--- config.mk ---
export PLATFORM = sky130hd
export DESIGN_NAME = snes_serializer
export DESIGN_NICKNAME = d
export VERILOG_FILES = /design/src/rtl/snes_pkg.sv /design/src/rtl/snes_pin_sync.sv /design/src/rtl/snes_serializer.sv
export SDC_FILE = /design/constraint.sdc
export NUM_CORES = 1
export LEC_CHECK = 0
export ABC_AREA = 1
export BUFFER_PORTS_ARGS = -buffer_cell sky130_fd_sc_hd__buf_2
export CAP_MARGIN = 15
export CORE_MARGIN = 5
export CORE_UTILIZATION = 55
export CTS_CLUSTER_DIAMETER = 80
export DETAILED_ROUTE_END_ITERATION = 8
export HOLD_SLACK_MARGIN = 0.03
export PLACE_DENSITY_LB_ADDON = 0.1
export SYNTH_ARGS = -nofsm -noshare
export SYNTH_HDL_FRONTEND = slang
export SYNTH_SLANG_ARGS = --single-unit
export TNS_END_PERCENT = 50
--- constraint.sdc ---
create_clock -name clk -period 2.1 [get_ports clk]
set_input_delay 0.105 -clock clk [delete_from_list [all_inputs] [get_ports clk]]
set_output_delay 0.105 -clock clk [all_outputs]
set_load 0.01 [all_outputs]
--- src/rtl/snes_pkg.sv ---
// snes_pkg: shared types and constants for the SNES controller serializer.
//   snes_ser_state_t : serializer FSM states (IDLE, LOAD, SHIFT, DONE)
//   SNES_FRAME_BITS  : bits in one controller frame
//   SNES_BTN_BITS    : real button bits at the bottom of the frame
package snes_pkg;

  typedef enum logic [1:0] {
    IDLE  = 2'd0,
    LOAD  = 2'd1,
    SHIFT = 2'd2,
    DONE  = 2'd3
  } snes_ser_state_t;

  localparam int unsigned SNES_FRAME_BITS = 16;
  localparam int unsigned SNES_BTN_BITS   = 12;

endpackage

--- src/rtl/snes_pin_sync.sv ---
// snes_pin_sync: brings one asynchronous console pin into the clk domain and
// produces registered one-cycle edge pulses.
//   clk_i   : system clock
//   rst_i   : asynchronous active-high reset; all flops load RESET_VAL (edges 0)
//   pin_i   : raw asynchronous pin
//   level_o : synchronized level, aligned with the edge pulses
//   rise_o  : one-cycle pulse after a 0->1 transition
//   fall_o  : one-cycle pulse after a 1->0 transition
// Pin edge to pulse visible: SYNC_STAGES+1 clk.
module snes_pin_sync
  import snes_pkg::*;
#(
  parameter int unsigned SYNC_STAGES = 2,
  parameter logic        RESET_VAL   = 1'b0
) (
  input  logic clk_i,
  input  logic rst_i,
  input  logic pin_i,
  output logic level_o,
  output logic rise_o,
  output logic fall_o
);

  logic [SYNC_STAGES-1:0] sync_q;
  logic                   prev_q;
  logic                   rise_q;
  logic                   fall_q;

  always_ff @(posedge clk_i or posedge rst_i) begin
    if (rst_i) begin
      sync_q <= {SYNC_STAGES{RESET_VAL}};
      prev_q <= RESET_VAL;
      rise_q <= 1'b0;
      fall_q <= 1'b0;
    end else begin
      sync_q <= {sync_q[SYNC_STAGES-2:0], pin_i};
      prev_q <= sync_q[SYNC_STAGES-1];
      rise_q <= sync_q[SYNC_STAGES-1] & ~prev_q;
      fall_q <= ~sync_q[SYNC_STAGES-1] & prev_q;
    end
  end

  always_comb begin
    level_o = prev_q;
    rise_o  = rise_q;
    fall_o  = fall_q;
  end

endmodule

--- src/rtl/snes_serializer.sv ---
// snes_serializer: emulates the controller-side 4021 shift registers. A latch
// pulse from the console captures the active-low button vector into a frame
// (upper bits padded with 1), and each console clock rising edge shifts the
// next frame bit onto DATA. After the last bit DATA is held low.
//   clk        : system clock
//   reset      : asynchronous active-high reset
//   buttons_n  : active-low buttons, bit0 = B ... bit11 = R
//   snes_latch : console LATCH pin (async, active-high pulse)
//   snes_clock : console CLOCK pin (async, idles high)
//   snes_data  : serial DATA to console (registered)
//   busy       : high while loading or shifting a frame
//   frame_done : one-cycle pulse when the final frame bit has been shifted out
module snes_serializer
  import snes_pkg::*;
#(
  parameter int unsigned SYNC_STAGES    = 2,
  parameter int unsigned BTN_BITS       = SNES_BTN_BITS,
  parameter int unsigned FRAME_BITS     = SNES_FRAME_BITS,
  parameter int unsigned TIMEOUT_CYCLES = 24000
) (
  input  logic                clk,
  input  logic                reset,
  input  logic [BTN_BITS-1:0] buttons_n,
  input  logic                snes_latch,
  input  logic                snes_clock,
  output logic                snes_data,
  output logic                busy,
  output logic                frame_done
);

  localparam int unsigned CNT_W = $clog2(FRAME_BITS + 1);
  localparam int unsigned TO_W  = $clog2(TIMEOUT_CYCLES + 1);

  logic latch_lvl, latch_rise, latch_fall;
  logic clk_lvl, clk_rise, clk_fall;
  logic unused_pin_info;

  snes_pin_sync #(
    .SYNC_STAGES (SYNC_STAGES),
    .RESET_VAL   (1'b0)
  ) u_latch_sync (
    .clk_i   (clk),
    .rst_i   (reset),
    .pin_i   (snes_latch),
    .level_o (latch_lvl),
    .rise_o  (latch_rise),
    .fall_o  (latch_fall)
  );

  // Clock pin idles high, so its synchronizer resets high to avoid a false
  // rising edge right after reset release.
  snes_pin_sync #(
    .SYNC_STAGES (SYNC_STAGES),
    .RESET_VAL   (1'b1)
  ) u_clock_sync (
    .clk_i   (clk),
    .rst_i   (reset),
    .pin_i   (snes_clock),
    .level_o (clk_lvl),
    .rise_o  (clk_rise),
    .fall_o  (clk_fall)
  );

  always_comb unused_pin_info = latch_lvl ^ clk_lvl ^ clk_fall;

  snes_ser_state_t       state_q, state_d;
  logic [FRAME_BITS-1:0] shift_q, shift_d;
  logic [CNT_W-1:0]      bit_cnt_q, bit_cnt_d;
  logic [TO_W-1:0]       to_cnt_q, to_cnt_d;
  logic                  data_q, data_d;
  logic                  busy_q, busy_d;
  logic                  done_q, done_d;
  logic [FRAME_BITS-1:0] load_vec;

  always_comb load_vec = {{(FRAME_BITS-BTN_BITS){1'b1}}, buttons_n};

  always_ff @(posedge clk or posedge reset) begin
    if (reset) begin
      state_q   <= IDLE;
      shift_q   <= '1;
      bit_cnt_q <= '0;
      to_cnt_q  <= '0;
      data_q    <= 1'b1;
      busy_q    <= 1'b0;
      done_q    <= 1'b0;
    end else begin
      state_q   <= state_d;
      shift_q   <= shift_d;
      bit_cnt_q <= bit_cnt_d;
      to_cnt_q  <= to_cnt_d;
      data_q    <= data_d;
      busy_q    <= busy_d;
      done_q    <= done_d;
    end
  end

  always_comb begin
    state_d   = state_q;
    shift_d   = shift_q;
    bit_cnt_d = bit_cnt_q;
    to_cnt_d  = to_cnt_q;
    data_d    = data_q;
    done_d    = 1'b0;

    // A new latch restarts the frame from any state and outranks any
    // same-cycle clock edge or timeout.
    if (latch_rise) begin
      state_d   = LOAD;
      shift_d   = load_vec;
      data_d    = buttons_n[0];
      bit_cnt_d = '0;
      to_cnt_d  = '0;
    end else begin
      case (state_q)
        IDLE: data_d = 1'b1;
        LOAD: begin
          // Transparent while latch is high: follow the live buttons.
          shift_d = load_vec;
          data_d  = buttons_n[0];
          if (latch_fall) begin
            state_d   = SHIFT;
            bit_cnt_d = '0;
            to_cnt_d  = '0;
          end
        end
        SHIFT: begin
          if (clk_rise) begin
            shift_d   = {1'b0, shift_q[FRAME_BITS-1:1]};
            bit_cnt_d = bit_cnt_q + 1'b1;
            to_cnt_d  = '0;
            if (bit_cnt_q == CNT_W'(FRAME_BITS - 1)) begin
              state_d = DONE;
              done_d  = 1'b1;
              data_d  = 1'b0;
            end else begin
              data_d = shift_q[1];
            end
          end else if (to_cnt_q == TO_W'(TIMEOUT_CYCLES - 1)) begin
            state_d = IDLE;
            data_d  = 1'b1;
          end else begin
            to_cnt_d = to_cnt_q + 1'b1;
          end
        end
        DONE:    data_d = 1'b0;
        default: begin
          state_d = IDLE;
          data_d  = 1'b1;
        end
      endcase
    end

    busy_d = (state_d == LOAD) || (state_d == SHIFT);
  end

  always_comb begin
    snes_data  = data_q;
    busy       = busy_q;
    frame_done = done_q;
  end

endmodule

==> results.tsv, run 1 <==
metric	value	unit
Post-Place Cells	393	
proportion of synthesized chip area in sequential cells	48.38	%
Yosys warning total	0	
final cycle utilization of the critical path	87.27	%
switching power	0.001206	W
RR Startpoint	state_q[0]$_DFF_PP0_	
Routed WL	5115	um
Final Non-Filler Cells	404	
outcome	finished clean	
layout filler cell count	444	
area of the core	0.004629	mm2
via count of the first global-routing pass	2066	
end of the critical path	shift_q[8]$_DFFE_PP1P_	
global-route wire length before repair	9308	um
clock transition at the registers of the reported paths	0.08	ns
Area contributors post-synth	sky130_fd_sc_hd__dfrtp_1 (29%), sky130_fd_sc_hd__dfstp_2 (19%), sky130_fd_sc_hd__nand2_1 (12%), sky130_fd_sc_hd__inv_1 (5.8%), sky130_fd_sc_hd__nor2_1 (4.8%)	
die area	0.006169	mm2
vias after detailed routing	2127	
share of post-route cells with drive strength above 1	17.43	%
share of the synthesized area in the top cell type	29.06	%
final weighted congestion in routability-driven placement	0.9586	
number of synthesized flops with an enable pin	0	
GR Overflow Total	0	
number of endpoints failing setup at the final stage	0	
die span in y	78.54	um
sink count of the clock tree	49	
final hold violation count	0	
sequential cell area	0.001250	mm2
Die Span X	78.54	um
WL/cell	12.66	um
total power of the final layout	0.003060	W
library cells used by synthesis	30	
Setup Crit Path Kind	flop to flop	
final slew viol count	0	
count of max-cap constraint violations	0	
port buffer count	18	
Clk network pwr share	17.1	%
mean instance size in the synthesized netlist	7.950	um2
number of H-tree branching levels	2	
antenna fix cells	0	
DR vias/cell	5.265	
number of cells on the worst reg-to-reg path	9	
total power divided by cell area	1074	mW/mm2
data required time of the worst path	2.32	ns
Ports	19	
worst min-delay path class	input pin to flop	
source of the critical timing path	state_q[0]$_DFF_PP0_	
Worst Path Max Fanout	28	
end of the worst register-to-register path	shift_q[8]$_DFFE_PP1P_	
number of standard cells after synthesis	325	
antenna-violating nets left	0	
flip-flop and latch count after synthesis	49	
transition time at the pin with the least slew margin	0.4128	ns
proportion of power drawn by flip-flops and latches	44.0	%
DRC marker count from the first detailed-route iteration	112	
leakage power summed over all cells	1.338	nW
fraction of power spent switching nets	39.40	%
Initial Utilization	55.81	%
TritonCTS clock tree	done	
gr usage total	18.82	%
final clock skew	0.007961	ns
worst slew margin relative to its limit	72.44	%
total internal power	0.001855	W
leading register cell type out of synthesis	sky130_fd_sc_hd__dfrtp_1	
CTS Root Cell	sky130_fd_sc_hd__clkbuf_8	
final routed DRC violation total	0	
pin count of the biggest net entering global routing	50	
RSZ-0062 raised after global routing	false	
initial antenna violation count	0	
site row count	25	
r2r setup slk	0.27	ns
Synthesized Nets	347	
detailed-placement wirelength estimate	3790	um
VDD IR max	0.8090	mV
hold path startpoint	buttons_n[0]	
Async SR Flop Fraction	100.0	%
maximum buffer depth of the clock tree	2	
most area-hungry cell type in the Yosys netlist	sky130_fd_sc_hd__dfrtp_1	
TritonCTS Buffers	5	
Setup crit end kind	flop	
critical path data arrival time	2.05	ns
combinational share of power	39.0	%
worst-case setup slack after placement	0.2110	ns
Final min period	1.833	ns
critical path launch point type	flop	
multi-input gate area in the final layout	0.001117	mm2
number of nets in the final layout	371	
Mapped Area	0.002584	mm2
Detailed Routing Iterations Pass 1	4	
Clk Latency, worst-skew pair	0.30	ns
crit path setup slack, layout	0.2673	ns
final setup TNS	0	ns
Peak Freq	0.5456	GHz
dominant cell by count in the synthesized netlist	sky130_fd_sc_hd__nand2_1	
leading cell types by count after synthesis	sky130_fd_sc_hd__nand2_1 (85), sky130_fd_sc_hd__inv_1 (40), sky130_fd_sc_hd__nor2_1 (33), sky130_fd_sc_hd__dfrtp_1 (30), sky130_fd_sc_hd__nand3_1 (24)	
Layout Area Growth over Synthesis	10.31	%
layout by cell type (no fill, tap or decap), types with 2 or more instances in the layout:
cell type and count:
sky130_fd_sc_hd__o21bai_1 3, sky130_fd_sc_hd__o21ai_1 14, sky130_fd_sc_hd__nand4_1 6, sky130_fd_sc_hd__buf_4 3
sky130_fd_sc_hd__clkinv_2 3, sky130_fd_sc_hd__nand2_4 3, sky130_fd_sc_hd__inv_2 5, sky130_fd_sc_hd__dfrtp_1 30
sky130_fd_sc_hd__nand2_1 85, sky130_fd_sc_hd__dfstp_2 19, sky130_fd_sc_hd__nand3_1 24, sky130_fd_sc_hd__o21ai_0 12
sky130_fd_sc_hd__xor2_1 2, sky130_fd_sc_hd__o211ai_1 11, sky130_fd_sc_hd__ha_1 6, sky130_fd_sc_hd__nor3_1 6
sky130_fd_sc_hd__buf_2 18, sky130_fd_sc_hd__dlygate4sd3_1 3, sky130_fd_sc_hd__clkbuf_8 5, sky130_fd_sc_hd__nor2_1 33
sky130_fd_sc_hd__inv_1 39, sky130_fd_sc_hd__a21oi_1 9
state kept, by name, indices dropped and copies added (netlist names):
name	count
busy	1
snes_data	1
u_clock_sync.level_o	1
state_q	2
shift_q	15
u_latch_sync.sync_q	2
u_clock_sync.rise_o	1
u_latch_sync.fall_o	1
u_latch_sync.level_o	1
u_latch_sync.rise_o	1
u_clock_sync.sync_q	2
bit_cnt_q	5
frame_done	1
to_cnt_q	15
worst min-delay path by stage:
stage,end,cells past startpoint,slack (ns)
after floorplan,u_clock_sync.sync_q[0]$_DFF_PP1_,0,0.11
after global placement,u_latch_sync.sync_q[0]$_DFF_PP0_,3,0.16
after detailed placement,u_latch_sync.sync_q[0]$_DFF_PP0_,3,0.17
after CTS,snes_data$_DFFE_PP1P_,3,0.06
after global routing,snes_data$_DFFE_PP1P_,3,0.08
final,snes_data$_DFFE_PP1P_,3,0.07
worst max-delay path: stages, from the launching register on:
cell and delay [ns]:
sky130_fd_sc_hd__dfrtp_1 0.38, sky130_fd_sc_hd__inv_1 0.08, sky130_fd_sc_hd__ha_1 0.27, sky130_fd_sc_hd__inv_2 0.21
sky130_fd_sc_hd__nor2_8 0.05, sky130_fd_sc_hd__nand2_4 0.08, sky130_fd_sc_hd__nand2_1 0.09, sky130_fd_sc_hd__inv_2 0.33
sky130_fd_sc_hd__o211ai_1 0.15, sky130_fd_sc_hd__o21ai_1 0.12
routing by layer:
| layer | wire (um) | track usage (%) | vias to the layer above | share of wire [%] |
|---|---|---|---|---|
| met4 | 111 | 7.343 | 0 | 2.2 |
| li1 | - | - | 1101 | - |
| met1 | 2371 | 25.97 | 977 | 46 |
| met3 | 209 | 3.555 | 10 | 4.1 |
| met5 | 0 | 0 | - | 0 |
| met2 | 2422 | 29.29 | 39 | 47 |
cell type report:
class,count,area share [%]
flip-flops and latches,49,43.85
multi-input cells,223,39.20
inverters,45,5.970
repair buffers,25,5.707
clock buffers,6,2.546
well taps,54,2.371
clock inverters,2,0.3512
per-stage QoR:
| stage | hold WS (ns) | utilization (%) | instance area (um2) |
|---|---|---|---|
| 3_3_place_gp | 0.1628 | 59.03 | 2733 |
| 6_report | 0.07493 | 61.57 | 2850 |
| 4_1_cts | 0.06037 | 61.46 | 2845 |
| 5_1_grt | 0.07956 | 61.57 | 2850 |
| 2_1_floorplan | 0.1095 | - | 2584 |
| 3_5_place_dp | 0.1675 | 59.03 | 2733 |
power groups by stage:
stage / clock [W] / sequential (W) / combinational (W)
2_1_floorplan: 0 / 0.00135 / 0.00101
3_3_place_gp: 0 / 0.00136 / 0.00115
3_5_place_dp: 0 / 0.00136 / 0.00118
4_1_cts: 0.000543 / 0.00135 / 0.00119
5_1_grt: 0.000588 / 0.00137 / 0.00139
6_report: 0.000523 / 0.00135 / 0.00119
timing repair:
| action | 4_1_cts | 5_1_grt |
|---|---|---|
| endpoints found under the hold margin | 32 | 0 |
| setup buffers | 0 | 0 |
| resized for setup | 0 | 1 |
| setup endpoints to repair | 0 | 8 |
| hold buffers | 3 | 0 |
cells by family after synthesis:
group           share of synthesized area, %
xor+xnor                              0.6781
mux                                   0.3874
compound gates                         11.62
simple gates                           27.46
buf+inv                                8.571
flops                                  48.38
fa+ha+maj                              2.905
(Power assumes the default switching activity.)
==> run 2: changes to the inputs <==
--- a/config.mk
+++ b/config.mk
@@ -5,7 +5,6 @@
 export SDC_FILE = /design/constraint.sdc
 export NUM_CORES = 1
 export LEC_CHECK = 0
-export ABC_AREA = 1
 export BUFFER_PORTS_ARGS = -buffer_cell sky130_fd_sc_hd__buf_2
 export CAP_MARGIN = 15
 export CORE_MARGIN = 5
@@ -14,6 +13,7 @@
 export DETAILED_ROUTE_END_ITERATION = 8
 export HOLD_SLACK_MARGIN = 0.03
 export PLACE_DENSITY_LB_ADDON = 0.1
+export SKIP_LAST_GASP = 1
 export SYNTH_ARGS = -nofsm -noshare
 export SYNTH_HDL_FRONTEND = slang
 export SYNTH_SLANG_ARGS = --single-unit
==> run 2 against run 1 <==
Against the previous run: critical endpoint is now busy$_DFF_PP0_; cell count shrank 18%; largest cell class unchanged; setup slack worse by 0.11 ns; routed wire length down 9.2%; critical path depth decreased by 4; non-clock buffer count increased by 11; via count is 13% lower; synthesized area is 1.2% lower; clock power rose by 35%.
==> results.tsv, run 2 <==
metric	value	unit	change
leading cell types by count after synthesis	sky130_fd_sc_hd__dfrtp_1 (30), sky130_fd_sc_hd__nand2_1 (24), sky130_fd_sc_hd__o21ai_0 (22), sky130_fd_sc_hd__dfstp_2 (19), sky130_fd_sc_hd__nor2_1 (18)		
most common library cell in the layout ignoring fill and taps	sky130_fd_sc_hd__dfrtp_1		
Detailed Routing Iterations Pass 1	4		unchanged
end of the critical path	busy$_DFF_PP0_		
worst min-delay path class	input pin to flop		
TritonCTS clock tree	done		
proportion of synthesized chip area in sequential cells	48.95	%	+0.57 points
RSZ-0062 raised after global routing	false		
dominant cell by count in the synthesized netlist	sky130_fd_sc_hd__dfrtp_1		
number of synthesized flops with an enable pin	0		unchanged
crit path setup slack, layout	0.1524	ns	-0.1149 ns
number of endpoints failing setup at the final stage	0		unchanged
Final Non-Filler Cells	333		-18%
Post-Place Cells	321		-18%
library cells used by synthesis	54		+80%
antenna fix cells	0		unchanged
share of the synthesized area in the top cell type	29.40	%	+0.34 points
Yosys warning total	0		unchanged
Final min period	1.948	ns	+0.1149 ns
CTS Root Cell	sky130_fd_sc_hd__clkbuf_8		
Async SR Flop Fraction	100.0	%	unchanged
global-route wire length before repair	8245	um	-11%
count of max-cap constraint violations	0		unchanged
Post-Route Hold Slack	0.07181	ns	-0.003115 ns
end of the worst register-to-register path	busy$_DFF_PP0_		
Worst Path Max Fanout	4		-86%
final setup TNS	0	ns	unchanged
Peak Freq	0.5135	GHz	-5.9%
area of the core	0.004444	mm2	-4.0%
detailed-placement wirelength estimate	3282	um	-13%
WP buf/inv	0		-3
Initial Utilization	57.46	%	+1.6 points
gr usage total	16.90	%	-1.9 points
final slew viol count	0		unchanged
critical path data arrival time	2.15	ns	+0.10 ns
slowest cell on the critical path	sky130_fd_sc_hd__or4b_4		
vias after detailed routing	1843		-13%
number of H-tree branching levels	2		unchanged
antenna-violating nets left	0		unchanged
RR Startpoint	to_cnt_q[9]$_DFFE_PP0P_		
via count of the first global-routing pass	1763		-15%
Setup crit end kind	flop		
worst slew margin relative to its limit	67.47	%	-5.0 points
leading register cell type out of synthesis	sky130_fd_sc_hd__dfrtp_1		
cell family with most CP delay	simple AND/OR/NAND/NOR gates		
flip-flop and latch count after synthesis	49		unchanged
DRC marker count from the first detailed-route iteration	65		-42%
total power divided by cell area	1047	mW/mm2	-2.5%
Layout Area Growth over Synthesis	14.50	%	
Area contributors post-synth	sky130_fd_sc_hd__dfrtp_1 (29%), sky130_fd_sc_hd__dfstp_2 (20%), sky130_fd_sc_hd__o21ai_0 (4.3%), sky130_fd_sc_hd__mux2i_1 (3.9%), sky130_fd_sc_hd__xnor2_1 (3.8%)		
transition time at the pin with the least slew margin	0.4879	ns	+0.07506 ns
number of nets in the final layout	302		-19%
worst-case setup slack after placement	0.1647	ns	-0.04632 ns
source of the critical timing path	to_cnt_q[9]$_DFFE_PP0P_		
Routed WL	4646	um	-9.2%
GR Overflow Total	0		unchanged
sink count of the clock tree	49		unchanged
Setup Crit Path Kind	flop to flop		
final cycle utilization of the critical path	92.74	%	+5.5 points
initial antenna violation count	0		unchanged
WL/cell	13.95	um	+10%
Synthesized Nets	271		-22%
DR vias/cell	5.535		+5.1%
leakage power summed over all cells	1.374	nW	+2.7%
mean instance size in the synthesized netlist	10.26	um2	+29%
Clk Latency, worst-skew pair	0.31	ns	about the same
number of cells on the worst reg-to-reg path	5		-4
share of post-route cells with drive strength above 1	26.69	%	+9.3 points
port buffer count	18		unchanged
VDD IR max	0.6839	mV	-15%
cell-by-cell listing of the critical path	or4b_4, nor4_4, mux2_1, a21o_1, a31o_1		
number of standard cells after synthesis	249		-23%
final clock skew	0.009912	ns	+0.001951 ns
final hold violation count	0		unchanged
post-cts sizing count	0		unchanged
Ports	19		unchanged
total power of the final layout	0.003060	W	about the same
most area-hungry cell type in the Yosys netlist	sky130_fd_sc_hd__dfrtp_1		
clock transition at the registers of the reported paths	0.10	ns	+0.02 ns
TritonCTS Buffers	5		unchanged
Mapped Area	0.002554	mm2	-1.2%
biggest registers after layout	shift_q x15, to_cnt_q x15, bit_cnt_q x5		
outcome	finished clean		
die area	0.006106	mm2	-1.0%
final weighted congestion in routability-driven placement	0.7855		-18%
data required time of the worst path	2.30	ns	-0.02 ns
site row count	24		-4.0%
r2r setup slk	0.15	ns	-0.11 ns
Die Span X	78.14	um	-0.51%
maximum buffer depth of the clock tree	2		unchanged
CP max stage delay	0.55	ns	+0.17 ns
path length in cells of the critical path	5		-4
die span in y	78.14	um	-0.51%
pin count of the biggest net entering global routing	29		-42%
critical path launch point type	flop		
commonest cells after routing, fill and taps aside	sky130_fd_sc_hd__dfrtp_1 (30), sky130_fd_sc_hd__nand2_1 (24), sky130_fd_sc_hd__o21ai_0 (22)		
final routed DRC violation total	0		unchanged
==> run 2: changes by cell type in the layout (fill, tap and decap cells not counted), sizes merged, moves of 4 or more <==
cell / change
nand2: -65
inv: -28
nand3: -19
nor2: -15
buf: +11
xnor2: +11
mux2i: +9
o211ai: -9
nor4: +6
nor2b: +5
or3: +5
a21oi: +4
==> run 2: logic make-up (layout without fill, tap and decap cells) <==
family          count (synthesis)  after routing  synth area share [%]
xor+xnor                       12             12                 4.116
compound gates                 54             54                 13.18
fa+ha+maj                       6              6                 2.940
buf+inv                        26             58                 4.263
simple gates                   91             91                 22.20
flops                          49             49                 48.95
mux                            11             11                 4.361
==> run 2: worst min-delay path, delay by kind of cell <==
kind	cells	cell delay, ns
compound gates	2	0.18
buf+inv	1	0.09
==> run 2: worst min-delay path by stage <==
| stage | slack, ns | endpoint | start | cells past startpoint |
|---|---|---|---|---|
| 2_1_floorplan | 0.11 | u_clock_sync.sync_q[0]$_DFF_PP1_ | snes_clock | 0 |
| 3_3_place_gp | 0.12 | u_latch_sync.sync_q[0]$_DFF_PP0_ | reset | 2 |
| 3_5_place_dp | 0.13 | u_latch_sync.sync_q[1]$_DFF_PP0_ | reset | 2 |
| 4_1_cts | 0.06 | shift_q[11]$_DFFE_PP1P_ | buttons_n[11] | 3 |
| 5_1_grt | 0.09 | shift_q[11]$_DFFE_PP1P_ | buttons_n[11] | 3 |
| 6_report | 0.07 | shift_q[11]$_DFFE_PP1P_ | buttons_n[11] | 3 |
==> run 2: final cells by class <==
type,count,area (um2)
well taps,52,65.06
multi-input cells,174,1195
fillers,354,1520
repair buffers,36,245.2
inverters,14,52.55
clock inverters,3,47.55
clock buffers,5,68.82
flip-flops and latches,49,1250
==> run 2: metal layers <==
layer | global-route usage (%) | part of all wire (%)
met5 | 0 | 0
met4 | 6.294 | 1.6
met3 | 3.432 | 3.2
met2 | 26.28 | 46
met1 | 23.46 | 49
==> run 2: metrics by stage <==
| stage | area, um2 | utilization (%) |
|---|---|---|
| after floorplan | 2554 | - |
| after global placement | 2770 | 62.33 |
| after detailed placement | 2770 | 62.33 |
| after CTS | 2917 | 65.63 |
| after global routing | 2924 | 65.79 |
| final | 2924 | 65.79 |
==> run 2: repair_timing <==
item / 4_1_cts / 5_1_grt
setup buffers: 0 / 1
hold buffers: 3 / 0
endpoints found under the setup margin: 0 / 1
hold endpoints to repair: 7 / 0
==> run 2: power breakdown <==
part	total, W	internal, W	switching, W
Clock	0.000704	0.000364	0.000340
Combinational	0.00105	0.000432	0.000623
Sequential	0.00130	0.00120	0.0000966
Total	0.00306	0.00200	0.00106
==> run 3: changes to the inputs <==
--- a/config.mk
+++ b/config.mk
@@ -12,7 +12,7 @@
 export CTS_CLUSTER_DIAMETER = 80
 export DETAILED_ROUTE_END_ITERATION = 8
 export HOLD_SLACK_MARGIN = 0.03
-export PLACE_DENSITY_LB_ADDON = 0.1
+export PLACE_DENSITY = 0.74
 export SKIP_LAST_GASP = 1
 export SYNTH_ARGS = -nofsm -noshare
 export SYNTH_HDL_FRONTEND = slang
==> run 3 against run 2 <==
Against the previous run: cell count unchanged; non-clock buffer count did not move; routed wire length increased by 5.3%; critical endpoint unchanged; largest cell class unchanged.
==> results.tsv, run 3 (synthesis results as in run 2) <==
metric	value	unit	change
TritonCTS Buffers	5		unchanged
DRC marker count from the first detailed-route iteration	177		+170%
RSZ-0062 raised after global routing	true		
data required time of the worst path	2.30	ns	about the same
final cycle utilization of the critical path	95.73	%	+3.0 points
area of the core	0.004444	mm2	unchanged
gr usage total	17.49	%	+0.59 points
TritonCTS clock tree	done		
via count of the first global-routing pass	1816		+3.0%
slowest cell on the critical path	sky130_fd_sc_hd__dfrtp_1		
detailed-placement wirelength estimate	3395	um	+3.4%
Routed WL	4890	um	+5.3%
cell area after placement	0.002763	mm2	-0.27%
worst min-delay path class	input pin to flop		
maximum buffer depth of the clock tree	2		unchanged
antenna-violating nets left	0		unchanged
die area	0.006106	mm2	unchanged
Clk Latency, worst-skew pair	0.30	ns	about the same
VDD IR max	0.6313	mV	-7.7%
Ports	19		unchanged
Setup Crit Path Kind	flop to flop		
final hold violation count	0		unchanged
port buffer count	18		unchanged
most common library cell in the layout ignoring fill and taps	sky130_fd_sc_hd__dfrtp_1		
final clock skew	0.007644	ns	-0.002268 ns
DR vias/cell	5.625		+1.6%
final slew viol count	0		unchanged
CTS Root Cell	sky130_fd_sc_hd__clkbuf_8		
critical path launch point type	flop		
cell-by-cell listing of the critical path	ha_1, and3_1, ha_2, and2_1, o211ai_1, a211oi_1, a21o_1, a31o_1		
r2r setup slk	0.09	ns	-0.06 ns
sink count of the clock tree	49		unchanged
global-route wire length before repair	8549	um	+3.7%
share of post-route cells with drive strength above 1	27.05	%	+0.36 points
hold path startpoint	buttons_n[11]		
Final min period	2.010	ns	+0.06281 ns
WL/cell	14.68	um	+5.3%
GR Overflow Total	0		unchanged
crit path setup slack, layout	0.08959	ns	-0.06281 ns
RR Startpoint	bit_cnt_q[0]$_DFFE_PP0P_		
initial antenna violation count	0		unchanged
Die Span X	78.14	um	unchanged
Final Non-Filler Cells	333		unchanged
count of max-cap constraint violations	0		unchanged
antenna fix cells	0		unchanged
Finished Cell Area	0.002928	mm2	+0.13%
die span in y	78.14	um	unchanged
Peak Freq	0.4974	GHz	-3.1%
Layout Area Growth over Synthesis	14.65	%	
vias after detailed routing	1873		+1.6%
Post-Place Cells	320		-0.31%
Initial Utilization	57.46	%	unchanged
worst-case setup slack after placement	0.02968	ns	-0.1350 ns
final weighted congestion in routability-driven placement	0.8294		+5.6%
number of cells on the worst reg-to-reg path	8		+3
critical path data arrival time	2.21	ns	+0.06 ns
transition time at the pin with the least slew margin	0.5083	ns	+0.02039 ns
pin count of the biggest net entering global routing	29		unchanged
Worst Path Max Fanout	4		unchanged
number of H-tree branching levels	2		unchanged
worst slew margin relative to its limit	66.12	%	-1.4 points
Detailed Routing Iterations Pass 1	4		unchanged
outcome	finished clean		
total power divided by cell area	1053	mW/mm2	+0.65%
Setup crit end kind	flop		
commonest cells after routing, fill and taps aside	sky130_fd_sc_hd__dfrtp_1 (29), sky130_fd_sc_hd__nand2_1 (24), sky130_fd_sc_hd__o21ai_0 (22)		
number of nets in the final layout	302		unchanged
site row count	24		unchanged
number of endpoints failing setup at the final stage	0		unchanged
clock transition at the registers of the reported paths	0.09	ns	about the same
final routed DRC violation total	0		unchanged
leakage power summed over all cells	1.370	nW	-0.28%
end of the worst register-to-register path	busy$_DFF_PP0_		
Worst Hold Path Cells	3		unchanged
biggest registers after layout	shift_q x15, to_cnt_q x15, bit_cnt_q x5		
Worst Hold Endpoint	shift_q[11]$_DFFE_PP1P_		
CP max stage delay	0.39	ns	-0.16 ns
==> run 3: area by class of cell <==
type / instances / area (um2)
clock buffers: 7 / 86.33
repair buffers: 36 / 245.2
inverters: 14 / 52.55
well taps: 52 / 65.06
clock inverters: 1 / 30.03
flip-flops and latches: 49 / 1251
multi-input cells: 174 / 1197
fillers: 354 / 1516
==> run 3: where the power goes <==
part / leakage, nW / internal [W] / switching, W
registers: 0.601 / 0.00121 / 0.000107
logic: 0.710 / 0.000443 / 0.000632
clock network: 0.0585 / 0.000388 / 0.000308
total: 1.37 / 0.00204 / 0.00105
==> run 3: timing repair <==
item	CTS	global route
setup buffers	0	2
gates resized for setup	0	2
endpoints found under the hold margin	15	0
hold buffers	3	0
setup endpoints to repair	0	3
==> run 3: worst max-delay path, delay by kind of cell, from the launching register on <==
kind            cells  cell delay [ns]
compound gates      4             0.70
fa+ha+maj           2             0.42
flops               1             0.39
simple gates        2             0.39
==> run 3: metrics by stage <==
| stage | total power, W | hold slack (ns) | util, % | setup TNS [ns] |
|---|---|---|---|---|
| finish | 0.003084 | 0.07860 | 65.88 | 0 |
| global route | 0.003298 | 0.1001 | 65.88 | -0.01280 |
| CTS | 0.003093 | 0.07908 | 65.46 | 0 |
| detailed placement | 0.002376 | 0.07171 | 62.16 | 0 |
| global placement | 0.002349 | 0.06394 | 62.16 | 0 |
| floorplan | 0.002044 | 0.1095 | - | 0 |
==> run 3: layer usage <==
layer / share of wire [%] / GRT usage, % / vias to the layer above / wire length (um)
li1: - / - / 934 / -
met5: 0 / 0 / - / 0
met4: 1.9 / 5.769 / 0 / 91
met3: 4.5 / 4.233 / 10 / 222
met2: 46 / 27.83 / 56 / 2258
met1: 47 / 23.63 / 873 / 2318
==> run 3: worst max path at each step <==
stage,cells past startpoint,start,endpoint
5_1_grt,5,to_cnt_q[9]$_DFFE_PP0P_,busy$_DFF_PP0_
6_report,8,bit_cnt_q[0]$_DFFE_PP0P_,busy$_DFF_PP0_
4_1_cts,8,bit_cnt_q[0]$_DFFE_PP0P_,busy$_DFF_PP0_
3_5_place_dp,8,bit_cnt_q[0]$_DFFE_PP0P_,busy$_DFF_PP0_
2_1_floorplan,9,state_q[0]$_DFF_PP0_,busy$_DFF_PP0_
3_3_place_gp,5,to_cnt_q[9]$_DFFE_PP0P_,busy$_DFF_PP0_
